## config.mk

```make
export PLATFORM = sky130hd
export DESIGN_NAME = mt9v034_lvds_serializer
export DESIGN_NICKNAME = d
export VERILOG_FILES = /design/src/rtl/mt9v034_pkg.sv /design/src/rtl/mt9v034_word_shifter.sv /design/src/rtl/mt9v034_lvds_serializer.sv
export SDC_FILE = /design/constraint.sdc
export NUM_CORES = 1
export LEC_CHECK = 0
export ABC_AREA = 1
export ABC_CLOCK_PERIOD_IN_PS = 1410
export BUFFER_PORTS_ARGS = -buffer_cell sky130_fd_sc_hd__buf_2
export CORE_MARGIN = 3
export CORE_UTILIZATION = 51
export DETAILED_ROUTE_END_ITERATION = 16
export PLACE_DENSITY_LB_ADDON = 0.25
export SETUP_SLACK_MARGIN = 0.02
export SYNTH_ARGS = -nofsm -noshare
export SYNTH_HDL_FRONTEND = slang
export SYNTH_SLANG_ARGS = --single-unit
```

## constraint.sdc

```tcl
create_clock -name TxClk -period 1.41 [get_ports TxClk]
set_clock_uncertainty 0.15 [all_clocks]
set_input_delay 0.2115 -clock TxClk [delete_from_list [all_inputs] [get_ports TxClk]]
set_output_delay 0.2115 -clock TxClk [all_outputs]
set_load 0.01 [all_outputs]
```

## src/rtl/mt9v034_pkg.sv

```systemverilog
//==============================================================================
// Module   : mt9v034_pkg
// Purpose  : Shared constants for the MT9V034-style LVDS serializer.
// Revision : 1.0 - initial release
//==============================================================================
`default_nettype none

package mt9v034_pkg;

    localparam int PIX_W    = 10;
    localparam int WORD_W   = PIX_W + 2;
    localparam int BITCNT_W = 4;
    localparam logic [BITCNT_W-1:0] LAST_BIT = BITCNT_W'(WORD_W - 1);

    localparam logic [PIX_W-1:0] SYNC_MARK = 10'h3FF;
    localparam logic [PIX_W-1:0] CODE_FS   = 10'h001;
    localparam logic [PIX_W-1:0] CODE_LS   = 10'h002;
    localparam logic [PIX_W-1:0] CODE_LE   = 10'h003;
    localparam logic [PIX_W-1:0] CODE_FE   = 10'h004;

    localparam int STATE_W = 3;
    typedef logic [STATE_W-1:0] state_t;

    localparam state_t ST_IDLE      = 3'd0;
    localparam state_t ST_PRE_MARK  = 3'd1;
    localparam state_t ST_PRE_CODE  = 3'd2;
    localparam state_t ST_PIXEL     = 3'd3;
    localparam state_t ST_POST_MARK = 3'd4;
    localparam state_t ST_POST_CODE = 3'd5;

endpackage

`default_nettype wire

```

## src/rtl/mt9v034_word_shifter.sv

```systemverilog
//==============================================================================
// Module   : mt9v034_word_shifter
// Purpose  : 12-bit load/shift register with bit counter; emits one bit/clock.
// Revision : 1.0 - initial release
//==============================================================================
`default_nettype none

module mt9v034_word_shifter
    import mt9v034_pkg::*;
#(
    parameter int DATA_W = WORD_W
) (
    input  logic              clk,
    input  logic              rst_n,
    input  logic [DATA_W-1:0] i_word,
    output logic              o_load,
    output logic              o_txd,
    output logic              o_word_start
);

    logic                r_run;
    logic [BITCNT_W-1:0] r_bitcnt;
    logic [DATA_W-1:0]   r_shift;
    logic                r_word_start;
    logic                w_load;

    // The very first edge after reset loads immediately so a start bit follows release.
    assign w_load = !r_run || (r_bitcnt == LAST_BIT);

    always_ff @(posedge clk or negedge rst_n) begin
        if (!rst_n) begin
            r_run        <= 1'b0;
            r_bitcnt     <= '0;
            r_shift      <= '0;
            r_word_start <= 1'b0;
        end else begin
            r_run        <= 1'b1;
            r_word_start <= w_load;
            if (w_load) begin
                r_bitcnt <= '0;
                r_shift  <= i_word;
            end else begin
                r_bitcnt <= r_bitcnt + 1'b1;
                r_shift  <= {1'b0, r_shift[DATA_W-1:1]};
            end
        end
    end

    assign o_load       = w_load;
    assign o_txd        = r_shift[0];
    assign o_word_start = r_word_start;

endmodule

`default_nettype wire

```

## src/rtl/mt9v034_lvds_serializer.sv

```systemverilog
//==============================================================================
// Module   : mt9v034_lvds_serializer
// Purpose  : Pixel holding register, sync-code FSM and serial word framing.
// Revision : 1.0 - initial release
//==============================================================================
`default_nettype none

module mt9v034_lvds_serializer
    import mt9v034_pkg::*;
#(
    parameter int                      C_PixelWidth = 10,
    parameter int                      C_DataWidth  = 12,
    parameter logic [C_PixelWidth-1:0] C_IdleWord   = 10'h000
) (
    input  logic                    TxClk,
    input  logic                    TxReset_n,
    input  logic                    PixValid,
    output logic                    PixReady,
    input  logic [C_PixelWidth-1:0] PixData,
    input  logic                    PixFrameStart,
    input  logic                    PixLineStart,
    input  logic                    PixLineEnd,
    input  logic                    PixFrameEnd,
    output logic                    TxD,
    output logic                    TxWordStart,
    output logic                    TxBusy
);

    logic                    r_live;
    logic                    r_full;
    logic [C_PixelWidth-1:0] r_pix;
    logic                    r_fs;
    logic                    r_ls;
    logic                    r_le;
    logic                    r_fe;
    logic                    r_end_le;
    logic                    r_end_fe;
    state_t                  r_state;

    state_t                  w_decide;
    state_t                  w_sel;
    state_t                  w_next;
    logic [C_PixelWidth-1:0] w_payload;
    logic [C_PixelWidth-1:0] w_pix_clamped;
    logic [C_DataWidth-1:0]  w_word;
    logic                    w_load;
    logic                    w_accept;
    logic                    w_free;

    assign PixReady = r_live && !r_full;
    assign w_accept = PixValid && PixReady;

    // All-ones is reserved for sync marks, so real pixels top out one below it.
    assign w_pix_clamped = (r_pix == {C_PixelWidth{1'b1}})
                         ? {{(C_PixelWidth-1){1'b1}}, 1'b0} : r_pix;

    always_ff @(posedge TxClk or negedge TxReset_n) begin
        if (!TxReset_n) begin
            r_live   <= 1'b0;
            r_full   <= 1'b0;
            r_pix    <= '0;
            r_fs     <= 1'b0;
            r_ls     <= 1'b0;
            r_le     <= 1'b0;
            r_fe     <= 1'b0;
            r_end_le <= 1'b0;
            r_end_fe <= 1'b0;
        end else begin
            r_live <= 1'b1;
            if (w_accept) begin
                r_full <= 1'b1;
                r_pix  <= PixData;
                r_fs   <= PixFrameStart;
                r_ls   <= PixLineStart;
                r_le   <= PixLineEnd;
                r_fe   <= PixFrameEnd;
            end else if (w_free) begin
                r_full <= 1'b0;
            end
            // End flags travel with the pixel on the line, not with the holding register.
            if (w_free) begin
                r_end_le <= r_le;
                r_end_fe <= r_fe;
            end
        end
    end

    always_ff @(posedge TxClk or negedge TxReset_n) begin
        if (!TxReset_n) begin
            r_state <= ST_IDLE;
        end else begin
            r_state <= w_next;
        end
    end

    always_comb begin
        w_decide = ST_IDLE;
        if (r_full) begin
            w_decide = (r_fs || r_ls) ? ST_PRE_MARK : ST_PIXEL;
        end
        w_sel = ST_IDLE;
        case (r_state)
            ST_IDLE:      w_sel = w_decide;
            ST_PRE_MARK:  w_sel = ST_PRE_CODE;
            ST_PRE_CODE:  w_sel = ST_PIXEL;
            ST_PIXEL:     w_sel = (r_end_fe || r_end_le) ? ST_POST_MARK : w_decide;
            ST_POST_MARK: w_sel = ST_POST_CODE;
            ST_POST_CODE: w_sel = w_decide;
            default:      w_sel = ST_IDLE;
        endcase
        w_next = w_load ? w_sel : r_state;
    end

    always_comb begin
        w_payload = C_IdleWord;
        case (w_sel)
            ST_PRE_MARK,
            ST_POST_MARK: w_payload = SYNC_MARK;
            ST_PRE_CODE:  w_payload = r_fs ? CODE_FS : CODE_LS;
            ST_PIXEL:     w_payload = w_pix_clamped;
            ST_POST_CODE: w_payload = r_end_fe ? CODE_FE : CODE_LE;
            default:      w_payload = C_IdleWord;
        endcase
        w_free = w_load && (w_sel == ST_PIXEL);
    end

    assign w_word = {1'b0, w_payload, 1'b1};
    assign TxBusy = (r_state != ST_IDLE);

    mt9v034_word_shifter #(
        .DATA_W (C_DataWidth)
    ) u_shifter (
        .clk          (TxClk),
        .rst_n        (TxReset_n),
        .i_word       (w_word),
        .o_load       (w_load),
        .o_txd        (TxD),
        .o_word_start (TxWordStart)
    );

endmodule

`default_nettype wire

```

[Yosys cells after proc, flatten, opt, wreduce, memory -nomap -nowiden]
Index checks and enable logic that the tools add are counted.
Word-level totals
  memories kept: 0
  latch bits: 0
  memory bits (writable): 0
  logic and storage cells: 51
  memory bits (read-only): 0
  output and inout bits: 4
  bits in registers: 37
Cells by class
  shift-type cells: 0
  div/mod/pow operators: 0
  bitwise logic cells: 0
  reduce and logical (&&, ||, !) cells: 13
  mux-type cells: 12
  multipliers: 0
  equality and inequality tests: 12
  order comparisons: 0
  add/sub/neg operators: 1
Operators by type and width (number)
  one-hot mux 10 bit (4 select lines): 1
  one-hot mux 3 bit (5 select lines): 1
  == test 3 x 2 -> 1 bit (second input constant): 4
  == test 3 bit (second input constant): 4
  2-to-1 mux 11 bit: 1
  == test 10 bit (second input constant): 1
  2-to-1 mux 10 bit: 1
  == test 3 x 1 -> 1 bit (second input constant): 2
  2-to-1 mux 2 bit: 3
  2-to-1 mux 3 bit: 2
  adder 4 x 1 -> 4 bit (second input constant): 1
  == test 4 bit (second input constant): 1
  2-to-1 mux 4 bit: 1
  OR reduction 2 bit: 2
  logical AND 1 bit: 3
  logical NOT 3 bit: 1
  logical OR 1 bit: 3
  nonzero test 3 bit: 1
  logical NOT 1 bit: 2
  2-to-1 mux 1 bit: 2
  nonzero test 2 bit: 1

[Longest topological paths before layout]
Gate-level depths: netlist of the first run.
  depth after elaboration: 9
  gate-level depth with buffers: 10

[Modules after synthesis]
From an unflattened synthesis of the first run, not the netlist that was laid out.
Unflattened totals
  cell total of the unflattened synthesis: 206
  area, all modules: 1840.5 sq um
Modules (own cells, without submodules)
  mt9v034_lvds_serializer: area an instance 1109.8 sq um, times used 1, sequential area each 525.5 sq um, cells each 133
  mt9v034_word_shifter: area an instance 730.7 sq um, times used 1, sequential area each 450.4 sq um, cells each 73

[Worst setup path after synthesis of the first run]
OpenSTA, ideal clock, no wires.
  kind: register to register
  start: reg u_shifter.r_bitcnt[0]
  end: reg u_shifter.r_shift[1]
  stages on the path, launching flop included: 8
  library setup time: 66 ps
  period minus slack after synthesis: 1516 ps
  data arrival time: 1301 ps
  required time: 1194 ps
  path buffers: 1
  slack: -106 ps
  cell sequence: dfrtp_1 > ha_1 > nand3_1 > nand2_2 > inv_1 > clkbuf_1 > nand2_1 > nand2_1
On the way
  cells in the longest elaborated chain, start to end: 3
Ends and longest elaborated chain
  from (decl): RTL line mt9v034_word_shifter.sv:22  | logic [BITCNT_W-1:0] r_bitcnt;
  from (signal assigned): RTL line mt9v034_word_shifter.sv:43  | r_bitcnt <= r_bitcnt + 1'b1;
  == test 4 bit: RTL line mt9v034_word_shifter.sv:28  | assign w_load = !r_run || (r_bitcnt == LAST_BIT);
  logical OR 1 bit: RTL line mt9v034_word_shifter.sv:28
  2-to-1 mux 11 bit: RTL line mt9v034_word_shifter.sv:39  | if (w_load) begin
  to (signal assigned): RTL line mt9v034_word_shifter.sv:41  | r_shift <= i_word;
  to (signal assigned): RTL line mt9v034_word_shifter.sv:44  | r_shift <= {1'b0, r_shift[DATA_W-1:1]};
  to (decl): RTL line mt9v034_word_shifter.sv:23  | logic [DATA_W-1:0] r_shift;
No other way between the ends.
A chain may end at the register's enable or synchronous reset.

[Final worst setup path of the first run]
  start: reg r_state[1]
  end: reg u_shifter.r_shift[3]
On the way
  cells in the longest elaborated chain, start to end: 7
Ends and longest elaborated chain
  from (decl): RTL line mt9v034_lvds_serializer.sv:38  | state_t r_state;
  from (signal assigned): RTL line mt9v034_lvds_serializer.sv:92  | r_state <= w_next;
  == test 3 bit / logical NOT 3 bit (equally long branches): RTL line mt9v034_lvds_serializer.sv:102  | case (r_state)
  OR reduction 2 bit (no source line)
  one-hot mux 3 bit (5 select lines) (*): RTL line mt9v034_lvds_serializer.sv:102
  == test 3 x 1 -> 1 bit / == test 3 bit (equally long branches): RTL line mt9v034_lvds_serializer.sv:116  | case (w_sel)
  OR reduction 2 bit: RTL line mt9v034_lvds_serializer.sv:116
  one-hot mux 10 bit (4 select lines) (*): RTL line mt9v034_lvds_serializer.sv:116
  2-to-1 mux 11 bit (*): RTL line mt9v034_word_shifter.sv:39
Every way passes the cells marked *; elsewhere a longest branch is shown, timed or not.

==> impl.org, run 1 <==
** Pwr
- Internal power :: roughly 3.4 mW
- Of the total power, registers draw a little under a third.
- Of the total power, the clock network draws 13.3%.
- Cell Pwr Density :: 2290 nW/um2
- For this design the total switching power over the nets is 2.51 mW.
- IR analysis of the VDD net gives a maximum drop of roughly 1.8 mV.
- Part of the total power dissipated in combinational logic :: 55.2%
- Switch share :: between 40% and 50%
- Leakage Power :: ~1.3 nW

** Critical path
- Arrival time of data at the critical path endpoint :: about 1.8 ns
- Worst path required time :: around 1.5 ns
- The worst setup path is launched from a flop.
- Worst Path Buf+Inv :: 0
- Critical path cell sequence :: nor2_4 -> nand2_2 -> nand2_2 -> nand2_2 -> nand2_2 -> nand2_4 -> nand3_4 -> nand3_2 -> nand2_1 -> nand2_1
- Category of the most critical setup path :: flop to flop
- Largest stage delay on the critical path :: approximately 0.5 ns
- Cell with the largest stage delay on the worst path :: sky130_fd_sc_hd__dfrtp_2
- Grouping stages by cell kind, the critical path spends the most delay in simple AND/OR/NAND/NOR gates.
- Register-to-register setup slack :: -0.33 ns
- Type of destination of the critical path :: flop
- Along the worst path, the maximum fanout reaches 8.
- Critical Path Most Common Cell :: sky130_fd_sc_hd__nand2_2

** Yosys
- Flop and latch count out of synthesis :: 37
- Of all cell types, the one taking the most synthesized area is sky130_fd_sc_hd__dfrtp_1.
- Synth Instances :: 182
- Post-synth top area share :: between 50% and 60%
- Syn Std Cell Area :: between 1500 and 2000 um2
- Per-instance average area after synthesis :: between 9 and 10 um2
- Post-synth EDFFs :: 0
- After synthesis, the share of flip-flops with an asynchronous set or reset is between 90% and 100%.
- Part of the Yosys area used for sequential elements :: 55.6%
- When the netlist entered floorplanning its net count stood at 200.
- Among all flip-flop cells after synthesis, the most frequent one is sky130_fd_sc_hd__dfrtp_1.
- Cell types occupying the most area after synthesis :: sky130_fd_sc_hd__dfrtp_1 56%, sky130_fd_sc_hd__nand2_1 14%, sky130_fd_sc_hd__mux2_2 8.1%
- sky130_fd_sc_hd__nand2_1 is the most common cell in the netlist.
- The synthesized netlist contains 23 unique library cells.
- For this run, the number of Yosys warnings is 0.
- The commonest cells after synthesis are 63 x sky130_fd_sc_hd__nand2_1, 37 x sky130_fd_sc_hd__dfrtp_1, 13 x sky130_fd_sc_hd__nand3_1, 13 x sky130_fd_sc_hd__nor2_1.

** Floorplan
- Std-Cell Rows :: 20
- The floorplan step set the die width to between 60 and 70 um.
- DIE AREA :: roughly 4000 um2
- Initial Util :: a little over half
- The die is approximately 63 um tall.
- In this run the count of I/O pins placed on the die edge is 21.
- The total area inside the core boundary comes to slightly above 3000 um2.

** Detailed routing
- Count of antenna-violating nets left after detailed routing :: 0
- Before antenna repair, the detailed router went through 4 iterations.
- In the final routed layout, each cell accounts on average for around 17 um.
- The detailed router placed 1619 vias in this run.
- After detailed routing, no signal wire sits above met4.
- After detailed routing, the number of remaining DRC violations is 0.
- The routed design uses ~2700 um of met2 wire.
- The detailed router finished its first iteration with ~100 violations.
- Final Routed Wirelength :: roughly 5200 um
- Post-route met1 wirelength :: around 1900 um
- Met3 layer wire length in the routed design :: ~320 um
- Via density per instance :: approximately 5.5

** Global route
- Entering global routing, the biggest net connects 38 pins.
- Initial antenna violation count :: 0
- The first global-routing pass estimated ~6500 um of wire.
- For this run the aggregate overflow at the end of global routing stands at 0.
- Vias in the first global route :: ~1500
- Aggregate global-route resource usage :: about a fifth

** Placement
- Pre-CTS worst setup slack :: -0.182 ns
- Once placement finished, the instance area stood at just under 2000 um2.
- During placement, the flow inserted port buffers numbering 20.
- Final weighted congestion in routability-driven placement :: 0.781
- Hpwl dp :: between 2000 and 2500 um
- Counting tap cells, the placed design contains a total of ~260 instances.

** Clock tree
- In this run, CTS created clock tree buffers numbering 5.
- Cell chosen for the clock root :: sky130_fd_sc_hd__clkbuf_4
- The H-tree was split into 2 levels.
- Clock-pin transition on the worst setup and hold timing paths :: about 0.11 ns
- Latest clock arrival within the worst-skew pair :: ~0.35 ns
- TritonCTS sink count :: 37
- TritonCTS built the clock tree.
- Number of buffers between clock root and the deepest sink :: 2

** Final layout
- Nets :: 269
- Syn-to-layout area delta :: 55.4%
- The repair_antennas step left the layout with diodes totalling 0.
- Share of layout cells above drive strength 1 :: just over 50%
- Final Instance Area :: around 2600 um2
- Cells fill a little over four fifths of the core in the end.
- Leaving out filler cells and counting taps, the final layout contains 296.

** STA
- The worst path uses 124% of the clock period.
- Final period demand of the worst path :: 1.74 ns
- In the post-route analysis, the smallest setup slack over all paths is -0.333 ns.
- Number of slew-limit violations in the final report :: 0
- Setup repair after global routing missed its margin :: true
- The hold violation total from the final report was 0.
- Setup violators final :: 26
- Worst-case hold slack :: 0.154 ns
- Static timing analysis puts the maximum clock frequency at ~570 MHz.

** Run status
- Violated checks :: negative setup slack
- The flow ran to the end, but the final reports show violations.

** Min path
- Hold Crit Class :: input port to flop

** Run
- Maxcap violations :: 0
==> timing repair <==
item                       4_1_cts  5_1_grt
hold endpoints to repair        51        0
pin swaps                        3       16
hold buffers                    15        0
buffers inserted                 3        6
resized for setup               20       53
setup endpoints to repair       35       32
cloned                           0        2
==> registers in the layout, indices dropped and copies added, names as in the netlist <==
register and flops:
r_end_le 1, r_ls 1, u_shifter.r_shift 11, r_pix 10, u_shifter.r_run 1, r_fs 1
r_fe 1, r_end_fe 1, u_shifter.r_bitcnt 4, r_le 1, u_shifter.o_word_start 1, r_state 3
r_full 1
==> cell type report <==
cell class / count / area [um2]
repair buffers: 65 / 546
clock buffers: 7 / 55.1
inverters: 12 / 47.5
fillers: 140 / 490
flip-flops and latches: 37 / 928
well taps: 44 / 55.1
multi-input cells: 130 / 926
clock inverters: 1 / 30.0
==> layout by cell type (no fill, tap or decap), types with 3 or more instances in the layout <==
cell type / instances
sky130_fd_sc_hd__o21ai_2: 3
sky130_fd_sc_hd__nand3_1: 4
sky130_fd_sc_hd__nor2_1: 6
sky130_fd_sc_hd__nand2_4: 3
sky130_fd_sc_hd__buf_2: 18
sky130_fd_sc_hd__dfrtp_1: 35
sky130_fd_sc_hd__clkbuf_4: 5
sky130_fd_sc_hd__mux2_2: 12
sky130_fd_sc_hd__inv_2: 3
sky130_fd_sc_hd__nand2_8: 3
sky130_fd_sc_hd__or2_2: 3
sky130_fd_sc_hd__dlygate4sd3_1: 15
sky130_fd_sc_hd__nand2_2: 18
sky130_fd_sc_hd__nand3_4: 3
sky130_fd_sc_hd__inv_1: 8
sky130_fd_sc_hd__buf_6: 6
sky130_fd_sc_hd__nor2_4: 8
sky130_fd_sc_hd__nand2_1: 44
sky130_fd_sc_hd__buf_4: 23
sky130_fd_sc_hd__nand3_2: 8
==> kinds of logic (layout without fill, tap and decap cells) <==
logic type	count (synthesis)	after routing	synth area share, %
buffers and inverters	16	85	4.51
adders and majority gates	1	1	0.751
AOI/OAI and AO/OA	10	10	3.23
DFF	37	37	55.6
xor gates and xnor gates	1	1	0.526
muxes	12	12	8.11
other	1	1	0.225
and+or+nand+nor	104	105	27.0
==> path summary, 6_finish.rpt <==
check / startpoint / end / cells past startpoint
worst min register to register: u_shifter.r_shift[1] / u_shifter.r_shift[0] / 1
min in group asynchronous: TxReset_n / r_fs / 3
max in group asynchronous: TxReset_n / r_state[0] / 3
worst max register to register: r_state[1] / u_shifter.r_shift[3] / 10
worst max-delay path: r_state[1] / u_shifter.r_shift[3] / 10
worst min-delay path: PixValid / r_pix[6] / 3
==> per-stage QoR <==
stage	setup TNS, ns	power [mW]
finish	-4.11	5.94
detailed placement	-2.52	3.81
global route	-5.49	6.26
floorplan	-0.600	3.11
CTS	-2.19	4.83
global placement	-1.46	3.71
==> worst register-to-register path: stages, from the launching register on <==
cell	delay (ns)
sky130_fd_sc_hd__dfrtp_2	0.50
sky130_fd_sc_hd__nor2_4	0.17
sky130_fd_sc_hd__nand2_2	0.09
sky130_fd_sc_hd__nand2_2	0.10
sky130_fd_sc_hd__nand2_2	0.08
sky130_fd_sc_hd__nand2_2	0.09
sky130_fd_sc_hd__nand2_4	0.07
sky130_fd_sc_hd__nand3_4	0.15
sky130_fd_sc_hd__nand3_2	0.08
sky130_fd_sc_hd__nand2_1	0.09
sky130_fd_sc_hd__nand2_1	0.07
==> layer usage <==
metal	vias to the layer above	track usage, %
met5	-	0
met4	0	11.0
met3	24	5.17
met2	86	37.4
met1	791	23.3
li1	718	-
==> power by group through the flow <==
| stage | clock, mW | combinational, mW | sequential, mW |
|---|---|---|---|
| after floorplan | 0 | 1.38 | 1.73 |
| after global placement | 0 | 1.97 | 1.74 |
| after detailed placement | 0 | 2.05 | 1.76 |
| after CTS | 0.789 | 2.29 | 1.75 |
| after global routing | 0.835 | 3.52 | 1.90 |
| final | 0.788 | 3.28 | 1.87 |
No activity file was read; power rests on OpenSTA's default activity.
==> run 2: changes to the inputs <==
--- a/config.mk
+++ b/config.mk
@@ -8,8 +8,10 @@
 export ABC_AREA = 1
 export ABC_CLOCK_PERIOD_IN_PS = 1410
 export BUFFER_PORTS_ARGS = -buffer_cell sky130_fd_sc_hd__buf_2
+export CELL_PAD_IN_SITES_DETAIL_PLACEMENT = 1
+export CELL_PAD_IN_SITES_GLOBAL_PLACEMENT = 2
 export CORE_MARGIN = 3
-export CORE_UTILIZATION = 51
+export CORE_UTILIZATION = 31
 export DETAILED_ROUTE_END_ITERATION = 16
 export PLACE_DENSITY_LB_ADDON = 0.25
 export SETUP_SLACK_MARGIN = 0.02
==> impl.org, run 2 (same netlist as run 1, synthesis figures left out) <==
** Run status
- The run finished, with violations left.
- The checks that failed: negative setup slack.

** Final layout
- The final instance count without filler cells came to 306 (+3.4%).
- Leading cell type in the layout, fill and taps excluded :: sky130_fd_sc_hd__nand2_1
- Largest registers :: u_shifter.r_shift x11, r_pix x10, u_shifter.r_bitcnt x4
- Largest register by flop count :: u_shifter.r_shift
- Final Instance Area :: 2500 um2 (-3.5%)
- Syn-to-layout area delta :: 49.9%
- Flip-flop count of the largest register, all copies and words added :: 11 (unchanged)
- The number of fillers in the final layout was 613 (+340%).
- Seq. cell area :: 928 um2 (unchanged)
- Total area of multi-input combinational cells :: 921 um2 (-0.54%)
- The proportion of layout cells with a drive suffix above 1 came to 50.4% (-1.2 points).
- The top cell types in the final layout, fill and taps aside, are 49 x sky130_fd_sc_hd__nand2_1, 35 x sky130_fd_sc_hd__dfrtp_1, 18 x sky130_fd_sc_hd__buf_2, 18 x sky130_fd_sc_hd__buf_4, 12 x sky130_fd_sc_hd__mux2_2.
- The antenna diode instance count came to 0 (unchanged).
- Nets :: 254 (-5.6%)

** Detailed routing
- Final routed wire length divided by cell count :: 14.2 um (-19%)
- The final antenna-violating net count came to 0 (unchanged).
- Vias after detailed routing :: 1412 (-13%)
- The DRC violation total after the first TritonRoute iteration came to 63 (-36%).
- DRC errors left :: 0 (unchanged)
- The total length of routed wires is 4340 um (-16%).
- The first-pass iteration count of the detailed router was 4 (unchanged).
- The vias per cell is 4.61 (-16%).

** Pwr
- Net switching power :: 2.28 mW (-9.3%)
- The cell internal power dissipation is 3.31 mW (-3.3%).
- Switch share :: 40.7% (-1.5 points)
- The share of total power in sequential cells came to 32.6% (+1.1 points).
- The cell leakage power came to 1.21 nW (-3.6%).
- Worst IR drop on VDD :: 0.935 mV (-47%)
- Part of the total power dissipated in combinational logic :: 54.7% (-0.5 points)
- The power density normalized to cell area came to 2240 nW/um2 (-2.4%).
- Clock power frac :: 12.7% (-0.6 points)
- The power consumption came to 5.59 mW (-5.8%).

** Floorplan
- Number of top-level pins :: 21 (unchanged)
- The number of rows in the core area is 26 (+30%).
- The initial standard-cell utilization of the core is 32.4% (-22 points).
- The die width was 79.3 um (+26%).
- Die height :: 79.3 um (+26%)
- The core footprint was 5140 um2 (+67%).
- The area enclosed by the die boundary was 6290 um2 (+58%).

** Clock tree
- In this run the clock root is driven by a sky130_fd_sc_hd__clkbuf_8.
- CTS tree :: yes
- Clock-pin transition on the worst setup and hold timing paths :: 0.08 ns (-0.03 ns)
- Number of H-tree levels :: 2 (unchanged)
- The clock sink count was 37 (unchanged).
- The maximum number of buffers from clock root to sink came to 2 (unchanged).
- Latest clock arrival within the worst-skew pair :: 0.28 ns (-0.07 ns)
- TritonCTS Buffers :: 5 (unchanged)

** Critical path
- Cell with the largest stage delay on the worst path :: sky130_fd_sc_hd__dfrtp_2
- The maximum single-stage delay on the critical path came to 0.48 ns (-0.02 ns).
- The number of cell instances on the worst register-to-register path is 10 (unchanged).
- Critical path cell sequence :: nor2_4 -> nand2_2 -> buf_4 -> buf_6
- The critical path starts at r_state[1].
- The endpoint identified for the worst register-to-register timing path is u_shifter.r_shift[3].
- Register-to-register setup slack :: -0.21 ns (+0.12 ns)
- Setup crit end :: TxBusy
- The critical path in this run is classified as flop to primary output.
- The worst setup path is captured at a primary output.
- The startpoint identified for the worst register-to-register timing path is r_state[1].
- Biggest fanout along the worst timing path :: 5 (-3)
- The worst endpoint required time was 1.05 ns (-0.45 ns).
- Setup crit start kind :: flop
- The data arrival time of the critical path is 1.26 ns (-0.57 ns).

** Placement
- The HPWL reported at the end of detailed placement is 2910 um (+23%).
- Total instance count after detailed placement :: 288 (+9.9%)
- The number of I/O port buffers was 20 (unchanged).
- The cell area after placement came to 2030 um2 (+2.9%).
- The global placement routability congestion was 0.857 (+9.8%).

** STA
- The time the final worst path needs with I/O delays and setup came to 1.62 ns (-0.125 ns).
- Setup repair after global routing could not meet its margin everywhere.
- Number of slew-limit violations in the final report :: 0 (unchanged)
- The smallest setup slack after layout is -0.208 ns (+0.125 ns).
- The number of failing setup endpoints in the final timing report is 30 (+15%).
- Achievable clock frequency :: 618 MHz (+7.7%)
- The worst slack on hold paths was 0.00514 ns (-0.149 ns).
- Share of the cycle needed by the critical path after routing :: 115% (-8.8 points)
- Final total negative setup slack :: -3.07 ns (+1.04 ns)
- The hold violation total from the final report is 0 (unchanged).

** Global route
- Vias in the first global route :: 1537 (+2.3%)
- Maximum number of pins on one net before global-route repair :: 38 (unchanged)
- The number of antenna violations at the first check in global routing came to 0 (unchanged).
- The wire length of the first global-routing pass was 6650 um (+2.1%).
- Sum of overflow across all layers after global routing :: 0 (unchanged)
- The aggregate global-route resource usage is 13.5% (-7.6 points).

** Run
- The number of max-capacitance violations reported is 0 (unchanged).

** Min path
- The tightest min-delay check is of the input port to flop type.
==> run 2: cell types whose count changed in the layout (fill, tap and decap cells not counted), sizes merged <==
cell,change
clkbuf,-1
dlygate4sd3,-13
clkinv,+1
bufinv,-1
buf,-2
==> run 2: power groups by stage <==
stage | sequential, mW | clock, mW | combinational, mW
final | 1.82 | 0.708 | 3.06
after global routing | 1.88 | 0.775 | 3.39
after CTS | 1.77 | 0.730 | 2.24
after detailed placement | 1.77 | 0 | 2.10
after global placement | 1.74 | 0 | 2.01
after floorplan | 1.73 | 0 | 1.38
==> run 2: how the worst min path moves through the flow <==
stage / slack [ns] / cells past startpoint / to / startpoint
after CTS: 0.0002 / 2 / r_pix[7] / PixData[7]
after detailed placement: 0.04 / 2 / r_state[0] / TxReset_n
after floorplan: -0.23 / 0 / r_end_fe / TxReset_n
after global routing: 0.0003 / 2 / r_pix[6] / PixData[6]
after global placement: 0.04 / 2 / r_state[2] / TxReset_n
final: 0.005 / 2 / r_pix[6] / PixData[6]
==> run 2: layout make-up <==
cell class | instances | share of cell area [%]
Clock inverter | 1 | 0.351
Sequential cell | 37 | 37.2
Inverter | 12 | 1.80
Multi-Input combinational cell | 130 | 36.9
Tap cell | 70 | 3.51
Timing Repair Buffer | 50 | 17.3
Clock buffer | 6 | 2.91
==> run 2: per-layer routing <==
layer	GRT usage [%]	share of wire, %	wire length (um)
met5	0	0	0
met4	5.15	1.7	73
met3	3.17	2.7	119
met2	23.9	53	2310
met1	15.7	42	1830
==> run 2: per-stage QoR <==
stage | setup slack, ns | utilization, %
floorplan | -0.0575 | -
global placement | -0.177 | 39.4
detailed placement | -0.235 | 39.4
global route | -0.311 | 48.6
finish | -0.208 | 48.6
CTS | -0.175 | 42.7
==> run 2: repair_timing <==
action | CTS | global route
pin swaps | 5 | 23
gates resized for setup | 16 | 53
setup buffers | 1 | 7
gates cloned | 0 | 2
setup endpoints to repair | 33 | 33
hold buffers | 2 | 0
endpoints found under the hold margin | 38 | 0
==> run 2: worst max-delay path: cells and delay by family (launching register included) <==
family / cells / cell delay (ns)
buffers and inverters: 2 / 0.25
flip-flops: 1 / 0.48
AND/OR/NAND/NOR: 2 / 0.25
